## config.mk

```make
export PLATFORM = sky130hd
export DESIGN_NAME = rgb_led_stream_arbiter
export DESIGN_NICKNAME = d
export VERILOG_FILES = /design/src/rtl/rgb_led_arb_pkg.sv /design/src/rtl/rgb_led_rr_pick.sv /design/src/rtl/rgb_led_stream_arbiter.sv
export SDC_FILE = /design/constraint.sdc
export NUM_CORES = 1
export LEC_CHECK = 0
export ABC_AREA = 1
export CAP_MARGIN = 20
export CELL_PAD_IN_SITES_DETAIL_PLACEMENT = 1
export CELL_PAD_IN_SITES_GLOBAL_PLACEMENT = 2
export CORE_MARGIN = 3
export CORE_UTILIZATION = 35
export CTS_BUF_LIST = sky130_fd_sc_hd__clkbuf_8
export DETAILED_ROUTE_END_ITERATION = 6
export DONT_BUFFER_PORTS = 1
export PLACE_DENSITY_LB_ADDON = 0.25
export SLEW_MARGIN = 40
export SYNTH_ARGS = -nofsm -noshare
export SYNTH_HDL_FRONTEND = slang
export SYNTH_SLANG_ARGS = --single-unit
```

## constraint.sdc

```tcl
create_clock -name csi_MCLK_clk -period 2.61 [get_ports csi_MCLK_clk]
set_clock_uncertainty 0.2 [all_clocks]
set_input_delay 0.6525 -clock csi_MCLK_clk [delete_from_list [all_inputs] [get_ports csi_MCLK_clk]]
set_output_delay 0.6525 -clock csi_MCLK_clk [all_outputs]
set_load 0.02 [all_outputs]
```

## src/rtl/rgb_led_arb_pkg.sv

```systemverilog
// Shared types and constants for the RGB LED stream arbiter.
package rgb_led_arb_pkg;

    // Arbiter FSM states
    typedef enum logic [1:0] {
        IDLE    = 2'd0,
        GRANT   = 2'd1,
        RELEASE = 2'd2
    } arb_state_e;

    // Control register map
    localparam logic [1:0] ADDR_ENABLE = 2'd0;
    localparam logic [1:0] ADDR_HOLD   = 2'd1;
    localparam logic [1:0] ADDR_STATUS = 2'd2;
    localparam logic [1:0] ADDR_XFER   = 2'd3;

    // Transfer counter width and saturation value
    localparam int unsigned XFER_W = 16;
    localparam logic [XFER_W-1:0] XFER_MAX = '1;

    // Grant index width; covers up to 8 sources
    localparam int unsigned IDX_W = 3;

endpackage

```

## src/rtl/rgb_led_rr_pick.sv

```systemverilog
// Combinational round-robin picker: first requester strictly after i_last, wrapping.
module rgb_led_rr_pick
    import rgb_led_arb_pkg::*;
#(
    parameter int unsigned N_SRC = 4
) (
    input  logic [N_SRC-1:0] i_req,
    input  logic [IDX_W-1:0] i_last,
    output logic [N_SRC-1:0] o_onehot,
    output logic [IDX_W-1:0] o_idx,
    output logic             o_any
);

    logic [2*N_SRC-1:0] w_dbl;
    logic [N_SRC-1:0]   w_rot;
    logic [IDX_W:0]     w_shift;
    logic [IDX_W:0]     w_off;
    logic [IDX_W:0]     w_sum;
    logic               w_found;

    // Doubling the request vector turns the wrap-around search into a plain shift
    assign w_dbl   = {i_req, i_req};
    assign w_shift = {1'b0, i_last} + (IDX_W + 1)'(1);
    assign w_rot   = N_SRC'(w_dbl >> w_shift);

    // Find lowest set bit of the rotated vector and map it back to a source index
    always_comb begin
        w_found = 1'b0;
        w_off   = '0;
        for (int unsigned o = 0; o < N_SRC; o++) begin
            if (!w_found && w_rot[o]) begin
                w_found = 1'b1;
                w_off   = (IDX_W + 1)'(o);
            end
        end
        // i_last < N_SRC, so the sum is below 2*N_SRC and one subtraction suffices
        w_sum = w_shift + w_off;
        if (w_sum >= (IDX_W + 1)'(N_SRC)) begin
            w_sum = w_sum - (IDX_W + 1)'(N_SRC);
        end
        o_any    = w_found;
        o_idx    = w_sum[IDX_W-1:0];
        o_onehot = w_found ? (N_SRC'(1) << o_idx) : '0;
    end

endmodule

```

## src/rtl/rgb_led_stream_arbiter.sv

```systemverilog
// Round-robin arbiter sharing one 24-bit Avalon-ST RGB sink among N_SRC sources,
// with a programmable grant hold time and an Avalon-MM control/status slave.
module rgb_led_stream_arbiter
    import rgb_led_arb_pkg::*;
#(
    parameter int unsigned       N_SRC        = 4,
    parameter int unsigned       HOLD_W       = 24,
    parameter logic [HOLD_W-1:0] HOLD_DEFAULT = HOLD_W'(24'h07FFFF)
) (
    input  logic                csi_MCLK_clk,
    input  logic                rsi_MRST_reset_n,
    input  logic [N_SRC*24-1:0] asi_SRC_data,
    input  logic [N_SRC-1:0]    asi_SRC_valid,
    output logic [N_SRC-1:0]    asi_SRC_ready,
    output logic [23:0]         aso_LEDS_data,
    output logic                aso_LEDS_valid,
    input  logic                aso_LEDS_ready,
    input  logic [1:0]          avs_CTRL_address,
    input  logic                avs_CTRL_write,
    input  logic [31:0]         avs_CTRL_writedata,
    input  logic                avs_CTRL_read,
    output logic [31:0]         avs_CTRL_readdata
);

    arb_state_e         r_state;
    arb_state_e         w_state_nxt;
    logic [N_SRC-1:0]   r_enable;
    logic [HOLD_W-1:0]  r_hold;
    logic [HOLD_W-1:0]  r_hold_cnt;
    logic               r_hold_unl;
    logic [IDX_W-1:0]   r_grant;
    logic [IDX_W-1:0]   r_last_grant;
    logic [XFER_W-1:0]  r_xfer_cnt;

    logic [N_SRC-1:0]   w_req;
    logic [N_SRC-1:0]   w_unused_pick_onehot;
    logic [IDX_W-1:0]   w_pick_idx;
    logic               w_pick_any;
    logic               w_g_valid;
    logic               w_g_en;
    logic [23:0]        w_g_data;
    logic               w_release;
    logic               w_xfer;
    logic               w_unused_wdata;

    // Only the low bits of the write bus reach a register
    assign w_unused_wdata = ^avs_CTRL_writedata;

    assign w_req  = asi_SRC_valid & r_enable;
    assign w_xfer = aso_LEDS_valid & aso_LEDS_ready;

    rgb_led_rr_pick #(
        .N_SRC (N_SRC)
    ) u_pick (
        .i_req    (w_req),
        .i_last   (r_last_grant),
        .o_onehot (w_unused_pick_onehot),
        .o_idx    (w_pick_idx),
        .o_any    (w_pick_any)
    );

    // Select valid, enable and data of the currently granted source
    always_comb begin
        w_g_valid = 1'b0;
        w_g_en    = 1'b0;
        w_g_data  = '0;
        for (int unsigned k = 0; k < N_SRC; k++) begin
            if (r_grant == IDX_W'(k)) begin
                w_g_valid = asi_SRC_valid[k];
                w_g_en    = r_enable[k];
                w_g_data  = asi_SRC_data[24*k +: 24];
            end
        end
    end

    // Hold expiry uses the unlimited flag latched at grant time, so HOLD writes wait
    assign w_release = !w_g_valid || !w_g_en ||
                       (!r_hold_unl && (r_hold_cnt == HOLD_W'(1)));

    // FSM state register
    always_ff @(posedge csi_MCLK_clk or negedge rsi_MRST_reset_n) begin
        if (!rsi_MRST_reset_n) begin
            r_state <= IDLE;
        end else begin
            r_state <= w_state_nxt;
        end
    end

    // FSM next-state logic
    always_comb begin
        w_state_nxt = r_state;
        case (r_state)
            IDLE:    if (w_pick_any) w_state_nxt = GRANT;
            GRANT:   if (w_release)  w_state_nxt = RELEASE;
            RELEASE: w_state_nxt = IDLE;
            default: w_state_nxt = IDLE;
        endcase
    end

    // Stream outputs: combinational pass-through of the granted source in GRANT only
    always_comb begin
        aso_LEDS_valid = 1'b0;
        aso_LEDS_data  = '0;
        asi_SRC_ready  = '0;
        if (r_state == GRANT) begin
            aso_LEDS_valid = w_g_valid;
            aso_LEDS_data  = w_g_data;
            for (int unsigned k = 0; k < N_SRC; k++) begin
                asi_SRC_ready[k] = (r_grant == IDX_W'(k)) && aso_LEDS_ready;
            end
        end
    end

    // Grant bookkeeping: latch winner and hold length, count down, record last grant
    always_ff @(posedge csi_MCLK_clk or negedge rsi_MRST_reset_n) begin
        if (!rsi_MRST_reset_n) begin
            r_grant      <= '0;
            r_last_grant <= IDX_W'(N_SRC - 1);
            r_hold_cnt   <= '0;
            r_hold_unl   <= 1'b0;
        end else begin
            case (r_state)
                IDLE: begin
                    if (w_pick_any) begin
                        r_grant    <= w_pick_idx;
                        r_hold_cnt <= r_hold;
                        r_hold_unl <= (r_hold == '0);
                    end
                end
                GRANT: begin
                    if (!r_hold_unl && (r_hold_cnt != '0)) begin
                        r_hold_cnt <= r_hold_cnt - HOLD_W'(1);
                    end
                end
                RELEASE: r_last_grant <= r_grant;
                default: ;
            endcase
        end
    end

    // Writable control registers
    always_ff @(posedge csi_MCLK_clk or negedge rsi_MRST_reset_n) begin
        if (!rsi_MRST_reset_n) begin
            r_enable <= '1;
            r_hold   <= HOLD_DEFAULT;
        end else if (avs_CTRL_write) begin
            if (avs_CTRL_address == ADDR_ENABLE) r_enable <= avs_CTRL_writedata[N_SRC-1:0];
            if (avs_CTRL_address == ADDR_HOLD)   r_hold   <= avs_CTRL_writedata[HOLD_W-1:0];
        end
    end

    // Saturating transfer counter; a write to its address clears it
    always_ff @(posedge csi_MCLK_clk or negedge rsi_MRST_reset_n) begin
        if (!rsi_MRST_reset_n) begin
            r_xfer_cnt <= '0;
        end else if (avs_CTRL_write && (avs_CTRL_address == ADDR_XFER)) begin
            r_xfer_cnt <= '0;
        end else if (w_xfer && (r_xfer_cnt != XFER_MAX)) begin
            r_xfer_cnt <= r_xfer_cnt + XFER_W'(1);
        end
    end

    // Zero-latency read mux; unused bits read as zero
    always_comb begin
        avs_CTRL_readdata = '0;
        if (avs_CTRL_read) begin
            case (avs_CTRL_address)
                ADDR_ENABLE: avs_CTRL_readdata[N_SRC-1:0]  = r_enable;
                ADDR_HOLD:   avs_CTRL_readdata[HOLD_W-1:0] = r_hold;
                ADDR_STATUS: begin
                    avs_CTRL_readdata[31]        = (r_state == GRANT);
                    avs_CTRL_readdata[IDX_W-1:0] = r_grant;
                end
                ADDR_XFER:   avs_CTRL_readdata[XFER_W-1:0] = r_xfer_cnt;
                default:     ;
            endcase
        end
    end

endmodule

```

==> summary.md, run 1 <==
| Metric | Value |
|---|---|
| Status | `finished with violations` |
| Failing checks | `setup timing` |
| Chip width | `approximately 140 um` |
| Share of layout cells above drive strength 1 | `0.2467` |
| Syn Inst Count | `a little under 900` |
| PwrDens | `1207 nW/um^2` |
| Yosys reg bits | `77` |
| Clock transition at path regs | `around 0.090 ns` |
| Global-route wire length before repair | `37090 um` |
| Worst vdd ir | `~0.47 mV` |
| Layout Cells excl Fill | `1189` |
| Clock Power Share | `0.103` |
| Yosys cell types | `46` |
| Avg Cell Area, Syn | `6.657 um^2` |
| Final non-filler cell area | `7557 um^2` |
| CTS buffer count | `9` |
| Remaining DRCs | `0` |
| RSZ-0062 raised after global routing | `true` |
| Die H | `135.5 um` |
| Worst Slack Setup Final | `-0.1354 ns` |
| Worst min-delay path class | `input pin to flop` |
| Final #Nets | `1114` |
| Synth Cell Area | `5872 um^2` |
| Deepest clock path buffer count | `2` |
| Final core occ | `0.4673` |
| Port-buffer cells | `0` |
| Post-synth ARST share | `1.000` |
| Vias in the first global route | `6753` |
| Vias per cell | `5.497` |
| Post-DP HPWL | `17260 um` |
| Via count | `6536` |
| Switching part of the total power | `0.5051` |
| CORE AREA | `16170 um^2` |
| Register area share after synthesis | `0.3335` |
| Final setup violation count | `25` |
| Grt ovf | `0` |
| Cell taking the most area after synthesis | `dfrtp_1` |
| CP peak stage delay | `0.48 ns` |
| Lkg Pwr | `3.552 nW` |
| Startpoint types | `flop` |
| Synth cell count leaders | `232 x nand2_1, 134 x nor2_1, 85 x nand3_1` |
| Most frequent cell after synthesis | `nand2_1` |
| Final ANT Viol Nets | `0` |
| Worst Path Max Fanout | `6` |
| Number of flops mapped to enable cells by yosys | `0` |
| Clock Sink Count | `77` |
| Internal power | `4.514 mW` |
| Period minus WS final | `2.745 ns` |
| H-tree levels | `3` |
| Final worst path period share | `1.052` |
| Placement Cell Area | `6501 um^2` |
| Top FF cell, synth | `dfrtp_1` |
| Area Overhead vs Synth | `28.70%` |
| Final Hold Fails | `0` |
| Initial antenna violation count | `0` |
| Buf/Inv on CP | `3` |
| Slew margin rel. | `0.6612` |
| Register share of total power | `0.242` |
| Post-Place Cells | `1132` |
| Io pins | `200` |
| Drt first pass iters | `6` |
| Drt initial violations | `~440` |
| TritonCTS clock tree | `yes` |
| Critical Path AT | `1.89 ns` |
| Starting Density | `0.3631` |
| Global Route Usage Sum | `0.2568` |
| Routed wire per std cell | `20.23 um` |
| Clk Latency, worst-skew pair | `0.37 ns` |
| DRT Wirelength | `24060 um` |
| CP top delay family | `simple AND/OR/NAND/NOR gates` |
| Max-cap violation count | `0` |
| Gate power share | `0.654` |
| Std-Cell Rows | `46` |
| Max Slew Vio Count | `0` |
| CP Capture Type | `output port` |
| Post-synth top area share | `0.2216` |
| Synth warn | `0` |
| Critical path class | `flop to output port` |
| Top post-synthesis cells by area | `dfrtp_1 22%, nand2_1 15%, dfstp_2 11%` |
| Ant. Diodes | `0` |
| Die Area | `18370 um^2` |
| Tightest Pin Transition | `0.5063 ns` |
| Max Clk Rate | `364.3 MHz` |
| Root Buffer | `clkbuf_8` |
| Global placer's final weighted congestion | `0.9450` |
| Net Switching | `4.608 mW` |
| Critical path required time | `1.76 ns` |
| Largest net degree at the start of global routing | `78` |
| Slowest CP cell | `dfrtp_2` |
| CP Cell Sequence | `nor2_4 -> nand2_2 -> clkinv_4 -> buf_12 -> a221oi_2 -> nor3_2 -> buf_4` |
-- layer usage --
layer / track usage / part of all wire / vias up
li1: - / - / 3096
met1: 0.3381 / 0.44 / 3249
met2: 0.4275 / 0.50 / 147
met3: 0.05906 / 0.045 / 44
met4: 0.06551 / 0.019 / 0
met5: 0 / 0 / -
-- final cells by class --
type                            count  area [um^2]
Fill cell                        2096         8616
Inverter                           87        359.1
Multi-Input combinational cell    681         3736
Sequential cell                    77         1963
Tap cell                          216        270.3
Timing Repair Buffer              112         1030
Clock buffer                       10        137.6
Clock inverter                      6        61.31
-- worst reg2reg max path, delay by kind of cell, from the launching register on --
family | cells | cell delay [ns]
AOI/OAI and AO/OA | 3 | 0.36
DFF | 1 | 0.60
and+or+nand+nor | 6 | 0.58
buffers and inverters | 1 | 0.05
adders and majority gates | 2 | 0.60
-- per-stage QoR --
step / hold WS, ns / worst slack [ns] / setup TNS [ns] / power, mW
2_1_floorplan: 0.1569 / -0.03606 / -0.2885 / 5.321
3_3_place_gp: 0.1597 / 0.1580 / 0 / 6.556
3_5_place_dp: 0.1602 / 0.07328 / 0 / 6.797
4_1_cts: 0.1817 / -0.09421 / -1.491 / 8.525
5_1_grt: 0.1875 / -0.1879 / -3.297 / 9.853
6_report: 0.2039 / -0.1354 / -1.539 / 9.122
-- cells by family (layout without fill, tap and decap cells) --
kind of cell	Yosys count	count (layout)	synth area share
buffers and inverters	130	215	0.09418
other	1	7	0.0006386
DFF	77	77	0.3335
adders and majority gates	7	7	0.01619
muxes	1	1	0.001918
AOI/OAI and AO/OA	138	138	0.1500
and+or+nand+nor	517	517	0.3872
xor gates and xnor gates	11	11	0.01641
-- registers in the layout, indices dropped and copies added, names as in the netlist --
register      cells
r_enable          4
r_grant           3
r_hold_cnt       24
r_xfer_cnt       16
r_state           2
r_hold_unl        1
r_last_grant      3
r_hold           24
-- power by group through the flow --
stage	combinational, mW	clock, mW	sequential (mW)
floorplan	3.28	0	2.04
global placement	4.36	0	2.19
detailed placement	4.58	0	2.22
CTS	5.34	0.977	2.21
global route	6.54	1.03	2.28
finish	5.97	0.943	2.21
-- worst paths after layout --
check                                        from                 to  slack, ns  cells after the start
max                                    r_grant[1]  aso_LEDS_data[21]      -0.14                      7
min                        avs_CTRL_writedata[17]         r_hold[17]       0.20                      2
max reg2reg                           r_enable[3]         r_grant[2]       0.16                     12
min reg2reg                           r_enable[0]        r_enable[0]       0.32                      2
max in group asynchronous        rsi_MRST_reset_n         r_hold[10]       1.22                      2
min in group asynchronous        rsi_MRST_reset_n     r_hold_cnt[19]       0.61                      2
-- timing repair --
item | in CTS | in global routing
buffers inserted | 18 | 16
resized for setup | 61 | 45
gates cloned | 3 | 2
setup endpoints to repair | 28 | 30
hold buffers | 2 | 0
endpoints found under the hold margin | 77 | 0
pin swaps | 6 | 7
-- cells in the final DEF, fill, tap and decap left out, types with 3 or more instances in the layout --
cell      count
a21oi_1      34
a221oi_1      4
a221oi_2     16
a221oi_4      6
buf_12        4
buf_16        3
buf_4        93
buf_6         7
clkbuf_8     10
clkinv_2      3
conb_1        7
dfrtp_1      48
dfrtp_2       4
dfstp_2      25
ha_1          6
inv_1        75
inv_2         6
nand2_1     228
nand2_2       8
nand2_4       3
nand2_8       3
nand3_1      84
nand3_2       5
nand4_1      13
nor2_1      131
nor2_2        5
nor2_4        4
nor3_1       14
nor3_2        9
nor4_1        4
o21ai_0      39
o21ai_1      11
o21ai_2       3
o21bai_1      3
o221ai_2      5
o32ai_1       8
xor2_1       11
(Power assumes the default switching activity.)
==> run 2: changes to the inputs <==
--- a/config.mk
+++ b/config.mk
@@ -15,6 +15,7 @@
 export DETAILED_ROUTE_END_ITERATION = 6
 export DONT_BUFFER_PORTS = 1
 export PLACE_DENSITY_LB_ADDON = 0.25
+export SETUP_SLACK_MARGIN = 0.4
 export SLEW_MARGIN = 40
 export SYNTH_ARGS = -nofsm -noshare
 export SYNTH_HDL_FRONTEND = slang
==> summary.md, run 2 (synthesis results as in run 1) <==
| Metric | Value |
|---|---|
| Starting Density | `0.3631 (unchanged)` |
| Most frequent cells in the layout | `215 x nand2_1, 108 x nor2_1, 76 x nand3_1, 69 x inv_1, 50 x buf_4` |
| Reg2reg start | `r_last_grant[0]` |
| Share of layout cells above drive strength 1 | `0.3019 (+0.05523)` |
| Failing checks | `hold timing, setup timing` |
| Filler Cell Count | `2009 (-4.2%)` |
| Reg2Reg Depth | `11 (-1)` |
| Status | `finished with violations` |
| Final ANT Viol Nets | `0 (unchanged)` |
| Register share of total power | `0.236 (-0.006)` |
| CP peak stage delay | `0.47 ns (about the same)` |
| Global Route Usage Sum | `0.2528 (-0.004038)` |
| Std-Cell Rows | `46 (unchanged)` |
| Worst Path Max Fanout | `7 (+1)` |
| R2r setup slk | `0.29 ns (+0.13 ns)` |
| Reg2Reg Capture Point | `r_grant[2]` |
| Routed wire per std cell | `21.56 um (+6.5%)` |
| Chip width | `135.5 um (unchanged)` |
| Clock Power Share | `0.103 (about the same)` |
| Final Power | `9.548 mW (+4.7%)` |
| Multi-input gate area | `4230 um^2 (+13%)` |
| Die H | `135.5 um (unchanged)` |
| Final worst path period share | `1.051 (about the same)` |
| CP Cell Sequence | `nor2_4 -> nand2_2 -> inv_4 -> buf_12 -> a221oi_2 -> nor3_2 -> buf_4` |
| Global-route wire length before repair | `36430 um (-1.8%)` |
| CORE AREA | `16170 um^2 (unchanged)` |
| Final Hold Fails | `77 (+77)` |
| Largest net degree at the start of global routing | `78 (unchanged)` |
| H-tree levels | `3 (unchanged)` |
| Port-buffer cells | `0 (unchanged)` |
| Slew margin rel. | `0.6638 (+0.002529)` |
| Fin Hold WS | `-0.2494 ns (-0.4532 ns)` |
| Net Switching | `4.968 mW (+7.8%)` |
| Deepest clock path buffer count | `2 (unchanged)` |
| Via count | `6586 (+0.76%)` |
| Remaining DRCs | `0 (unchanged)` |
| Critical Path AT | `1.89 ns (about the same)` |
| CTS buffer count | `9 (unchanged)` |
| Max Clk Rate | `364.4 MHz (about the same)` |
| Sequential cell area | `1966 um^2 (+0.13%)` |
| Final setup violation count | `25 (unchanged)` |
| Max Slew Vio Count | `0 (unchanged)` |
| Initial antenna violation count | `1 (+1)` |
| Drt initial violations | `351 (-20%)` |
| Grt ovf | `0 (unchanged)` |
| Io pins | `200 (unchanged)` |
| Tightest Pin Transition | `0.5038 ns (-0.002465 ns)` |
| DRT Wirelength | `25240 um (+4.9%)` |
| Worst min-delay path class | `input pin to async pin` |
| Global placer's final weighted congestion | `0.9098 (-3.7%)` |
| Vias in the first global route | `6749 (-0.059%)` |
| Critical path class | `flop to output port` |
| Post-DP HPWL | `16940 um (-1.8%)` |
| Drt first pass iters | `4 (-2)` |
| Max-cap violation count | `0 (unchanged)` |
| Most common cell after layout, fill and taps aside | `nand2_1` |
| Area Overhead vs Synth | `37.78%` |
| Internal power | `4.580 mW (+1.5%)` |
| Worst vdd ir | `0.4597 mV (-2.8%)` |
| Root Buffer | `clkbuf_8` |
| Final core occ | `0.5002 (+0.03296)` |
| Regs by FF count | `r_hold (24), r_hold_cnt (24), r_xfer_cnt (16)` |
| RSZ-0062 raised after global routing | `true` |
| Clock Sink Count | `77 (unchanged)` |
| Die Area | `18370 um^2 (unchanged)` |
| Period minus WS final | `2.744 ns (-0.001231 ns)` |
| Slowest CP cell | `dfrtp_2` |
| CP Capture Type | `output port` |
| Startpoint types | `flop` |
| PwrDens | `1180 nW/um^2 (-2.2%)` |
| Vias per cell | `5.624 (+2.3%)` |
| Switching part of the total power | `0.5203 (+0.01516)` |
| Worst Slack Setup Final | `-0.1341 ns (+0.001231 ns)` |
| Lkg Pwr | `3.552 nW (about the same)` |
| Clock transition at path regs | `0.10 ns (about the same)` |
| TritonCTS clock tree | `yes` |
| Clk Latency, worst-skew pair | `0.39 ns (+0.02 ns)` |
| Final #Nets | `1095 (-1.7%)` |
| Critical path required time | `1.76 ns (about the same)` |
| Gate power share | `0.660 (+0.006)` |
run 2: cell count changes in the layout (fill, tap and decap cells not counted), moves of 13 or more:
| cell | previous run | this run |
|---|---|---|
| a221oi_1 | 4 | 17 |
| buf_4 | 93 | 50 |
| buf_6 | 7 | 22 |
| nand2_1 | 228 | 215 |
| nor2_1 | 131 | 108 |
| nor2_4 | 4 | 19 |
run 2: final cells by class:
cell class | instances | share of cell area
diodes | 1 | 0.0003093
clock buffers | 9 | 0.01531
repair buffers | 90 | 0.1259
flip-flops and latches | 77 | 0.2430
inverters | 87 | 0.04934
clock inverters | 7 | 0.009898
multi-input cells | 684 | 0.5229
well taps | 216 | 0.03341
run 2: power by group through the flow:
stage | Combinational (mW) | Clock [mW] | Sequential [mW]
global route | 6.84 | 1.06 | 2.31
global placement | 4.45 | 0 | 2.20
CTS | 5.43 | 0.998 | 2.20
floorplan | 3.56 | 0 | 2.04
finish | 6.30 | 0.988 | 2.26
detailed placement | 4.67 | 0 | 2.23
run 2: worst max-delay path by stage:
stage                                    from  cells after the start  slack, ns                     to
after floorplan           avs_CTRL_address[1]                      5       0.25  avs_CTRL_readdata[13]
after global placement             r_grant[1]                      7       0.25         aso_LEDS_valid
after detailed placement     asi_SRC_valid[0]                     12       0.09             r_grant[2]
after CTS                          r_grant[2]                      6      -0.09      aso_LEDS_data[11]
after global routing               r_grant[1]                      6      -0.22      aso_LEDS_data[13]
final                              r_grant[1]                      7      -0.13       aso_LEDS_data[0]
run 2: routing by layer:
layer,track usage,wire length (um),up-vias
li1,-,-,3059
met1,0.3029,10060,3254
met2,0.4519,13110,234
met3,0.03715,1451,39
met4,0.1053,626,0
met5,0,0,-
run 2: per-stage QoR:
step                worst slack, ns  TNS (ns)  std cells  hold slack, ns  area, um^2
floorplan                    0.2515         0        888          0.1569        6332
global placement             0.2494         0       1094          0.1607        6654
detailed placement          0.09183         0       1094          0.1598        6654
CTS                        -0.08681    -1.091       1150         -0.2626        7553
global route                -0.2213    -4.115       1171         -0.2717        8090
finish                      -0.1341    -2.089       1171         -0.2494        8090
run 2: what timing repair did:
item	4_1_cts	5_1_grt
buffers inserted	37	14
endpoints found under the hold margin	77	77
gates resized for setup	98	72
setup endpoints to repair	72	89
gates cloned	3	6
pin swaps	27	32
run 2: critical path: cells and delay by family (launching register included):
family | cells | cell delay, ns
AND/OR/NAND/NOR | 3 | 0.52
flip-flops | 1 | 0.47
buffers and inverters | 3 | 0.44
AO/OA/AOI/OAI | 1 | 0.06
==> run 3: changes to the inputs <==
==> constraint.sdc (replaced) <==
create_clock -name csi_MCLK_clk -period 2.61 [get_ports csi_MCLK_clk]
set_clock_uncertainty 0.2 [all_clocks]
set_input_delay 0.6525 -clock csi_MCLK_clk [delete_from_list [all_inputs] [get_ports csi_MCLK_clk]]
set_output_delay 0.6525 -clock csi_MCLK_clk [all_outputs]
set_load 0.05 [all_outputs]
==> summary.md, run 3 (synthesis results as in run 1) <==
| Metric | Value |
|---|---|
| Status | `finished with violations` |
| Failing checks | `hold timing, setup timing` |
| Fin Hold WS | `-0.2359 ns (+0.01349 ns)` |
| Worst vdd ir | `1.004 mV (+120%)` |
| Tightest Pin Transition | `0.6856 ns (+0.1818 ns)` |
| Lkg Pwr | `3.995 nW (+12%)` |
| CP top delay family | `compound AO/OA/AOI/OAI gates` |
| Die H | `135.5 um (unchanged)` |
| Met1 Usage GRT | `0.3334 (+0.03054)` |
| PwrDens | `1326 nW/um^2 (+12%)` |
| CP peak stage delay | `0.52 ns (+0.05 ns)` |
| Drt initial violations | `447 (+27%)` |
| Register share of total power | `0.179 (-0.057)` |
| Slowest CP cell | `a221oi_2` |
| Gate power share | `0.739 (+0.079)` |
| Critical Path AT | `2.15 ns (+0.26 ns)` |
| Final ANT Viol Nets | `0 (unchanged)` |
| Starting Density | `0.3631 (unchanged)` |
| Vias per cell | `5.847 (+4.0%)` |
| Initial antenna violation count | `0 (-1)` |
| Max Slew Vio Count | `0 (unchanged)` |
| Root Buffer | `clkbuf_8` |
| Vias in the first global route | `7107 (+5.3%)` |
| Critical path required time | `1.76 ns (about the same)` |
| RSZ-0062 raised after global routing | `true` |
| M2 GR Usage | `0.5006 (+0.04867)` |
| Post-DP HPWL | `17470 um (+3.1%)` |
| Global-route wire length before repair | `40410 um (+11%)` |
| Net Switching | `6.716 mW (+35%)` |
| Deepest clock path buffer count | `2 (unchanged)` |
| DRT Wirelength | `30930 um (+23%)` |
| GR Util met3 | `0.05461 (+0.01746)` |
| Chip width | `135.5 um (unchanged)` |
| Final setup violation count | `26 (+4.0%)` |
| Via count | `7069 (+7.3%)` |
| Most frequent cells in the layout | `215 x nand2_1, 99 x nor2_1, 76 x nand3_1, 68 x inv_1, 51 x buf_4` |
| Reg2Reg Depth | `10 (-1)` |
| H-tree levels | `3 (unchanged)` |
| Io pins | `200 (unchanged)` |
| Most common cell after layout, fill and taps aside | `nand2_1` |
| Placement Cell Area | `7679 um^2 (+15%)` |
| Drt first pass iters | `5 (+1)` |
| Switching part of the total power | `0.5368 (+0.01648)` |
| Final worst path period share | `1.149 (+0.09749)` |
| Std-Cell Rows | `46 (unchanged)` |
| Port-buffer cells | `0 (unchanged)` |
| Final non-filler cell area | `9439 um^2 (+17%)` |
| Final Power | `12.51 mW (+31%)` |
| Largest net degree at the start of global routing | `78 (unchanged)` |
| Max-cap violation count | `0 (unchanged)` |
| Clk Latency, worst-skew pair | `0.38 ns (about the same)` |
| Worst Slack Setup Final | `-0.3886 ns (-0.2544 ns)` |
| TritonCTS clock tree | `yes` |
| Startpoint types | `flop` |
| Filler Cell Count | `1861 (-7.4%)` |
| Worst min-delay path class | `input pin to async pin` |
| Die Area | `18370 um^2 (unchanged)` |
| CTS buffer count | `9 (unchanged)` |
| Clock Sink Count | `77 (unchanged)` |
| CP Cell Sequence | `inv_2 -> nand2_4 -> clkinv_8 -> buf_12 -> a221oi_2 -> nor2_4` |
| Worst Path Max Fanout | `17 (+10)` |
| Grt ovf | `0 (unchanged)` |
| CORE AREA | `16170 um^2 (unchanged)` |
| Area Overhead vs Synth | `60.75%` |
| Share of layout cells above drive strength 1 | `0.3776 (+0.07576)` |
| Slew margin rel. | `0.5424 (-0.1213)` |
| Max Clk Rate | `333.5 MHz (-8.5%)` |
| GRT Max-Usage Layer | `met2` |
| Internal power | `5.796 mW (+27%)` |
| Final Hold Fails | `77 (unchanged)` |
| Routed wire per std cell | `25.58 um (+19%)` |
| Global placer's final weighted congestion | `0.8993 (-1.2%)` |
| Crit path depth | `6 (-1)` |
| Global Route Usage Sum | `0.2818 (+0.02902)` |
| Clock Power Share | `0.083 (-0.020)` |
| Critical path class | `flop to output port` |
| Pre-CTS setup slack | `0.03001 ns (-0.06182 ns)` |
| CP Capture Type | `output port` |
| Remaining DRCs | `0 (unchanged)` |
| Clock transition at path regs | `0.09 ns (about the same)` |
| Regs by FF count | `r_hold (24), r_hold_cnt (24), r_xfer_cnt (16)` |
| Ant. Diodes | `0 (-1)` |
| Period minus WS final | `2.999 ns (+0.2544 ns)` |
| Final #Nets | `1134 (+3.6%)` |
| Buf/Inv on CP | `3 (unchanged)` |
## run 3: changes by cell type in the layout (fill, tap and decap cells not counted), moves of 6 or more
cell	before	now
buf_12	11	39
a221oi_1	17	0
nor3_2	16	0
nor3_4	3	18
o21ai_4	3	18
o21ai_1	15	3
a221oi_4	3	13
nor2_1	108	99
buf_6	22	30
a221oi_2	6	13
nor2_4	19	26
o21ai_0	33	27
## run 3: worst paths after layout
path,from,end,slack (ns)
max in group asynchronous,rsi_MRST_reset_n,r_hold[16],2.21
hold / removal,rsi_MRST_reset_n,r_hold_cnt[12],-0.24
setup reg to reg,r_enable[3],r_grant[1],0.13
hold reg to reg,r_hold_cnt[5],r_hold_cnt[5],0.35
min in group csi_MCLK_clk,avs_CTRL_writedata[13],r_hold[13],0.20
setup / recovery,r_grant[2],aso_LEDS_data[16],-0.39
## run 3: cell type report
cell class                 instances  area, um^2  share of cell area
timing repair inverter             2       20.02            0.002121
clock inverter                     7       85.08            0.009014
sequential                        77        1966              0.2082
inverter                          87       454.2             0.04812
clock buffer                       9       123.9             0.01312
tap                              216       270.3             0.02863
timing repair buffer             126        1644              0.1742
multi-input combinational        685        4876              0.5166
## run 3: routing by layer
layer	vias to the layer above	part of all wire
met3	108	0.072
met4	0	0.061
met1	3498	0.38
met2	319	0.49
met5	-	0
li1	3144	-
## run 3: power groups by stage
stage,Combinational [mW],Clock [mW],Sequential (mW)
final,9.24,1.03,2.23
after global routing,9.71,1.10,2.29
after CTS,7.71,1.03,2.19
after detailed placement,6.46,0,2.22
after global placement,6.23,0,2.19
after floorplan,5.03,0,2.05
## run 3: worst register-to-register path: cells and delay by family, from the launching register on
kind | cells | cell delay [ns]
AOI/OAI and AO/OA | 2 | 0.23
adders and majority gates | 1 | 0.59
buffers and inverters | 3 | 0.30
DFF | 1 | 0.63
and+or+nand+nor | 4 | 0.45
## run 3: metrics by stage
step	utilization	cells	TNS [ns]
6_report	0.5836	1209	-5.430
5_1_grt	0.5836	1209	-6.665
4_1_cts	0.5432	1180	-2.169
3_5_place_dp	0.4748	1119	0
3_3_place_gp	0.4748	1119	0
2_1_floorplan	-	888	0
## run 3: what timing repair did
item,in CTS,in global routing
cloned,6,5
endpoints found under the setup margin,73,84
resized for setup,105,82
endpoints found under the hold margin,77,77
setup buffers,39,24
pin swaps,35,26
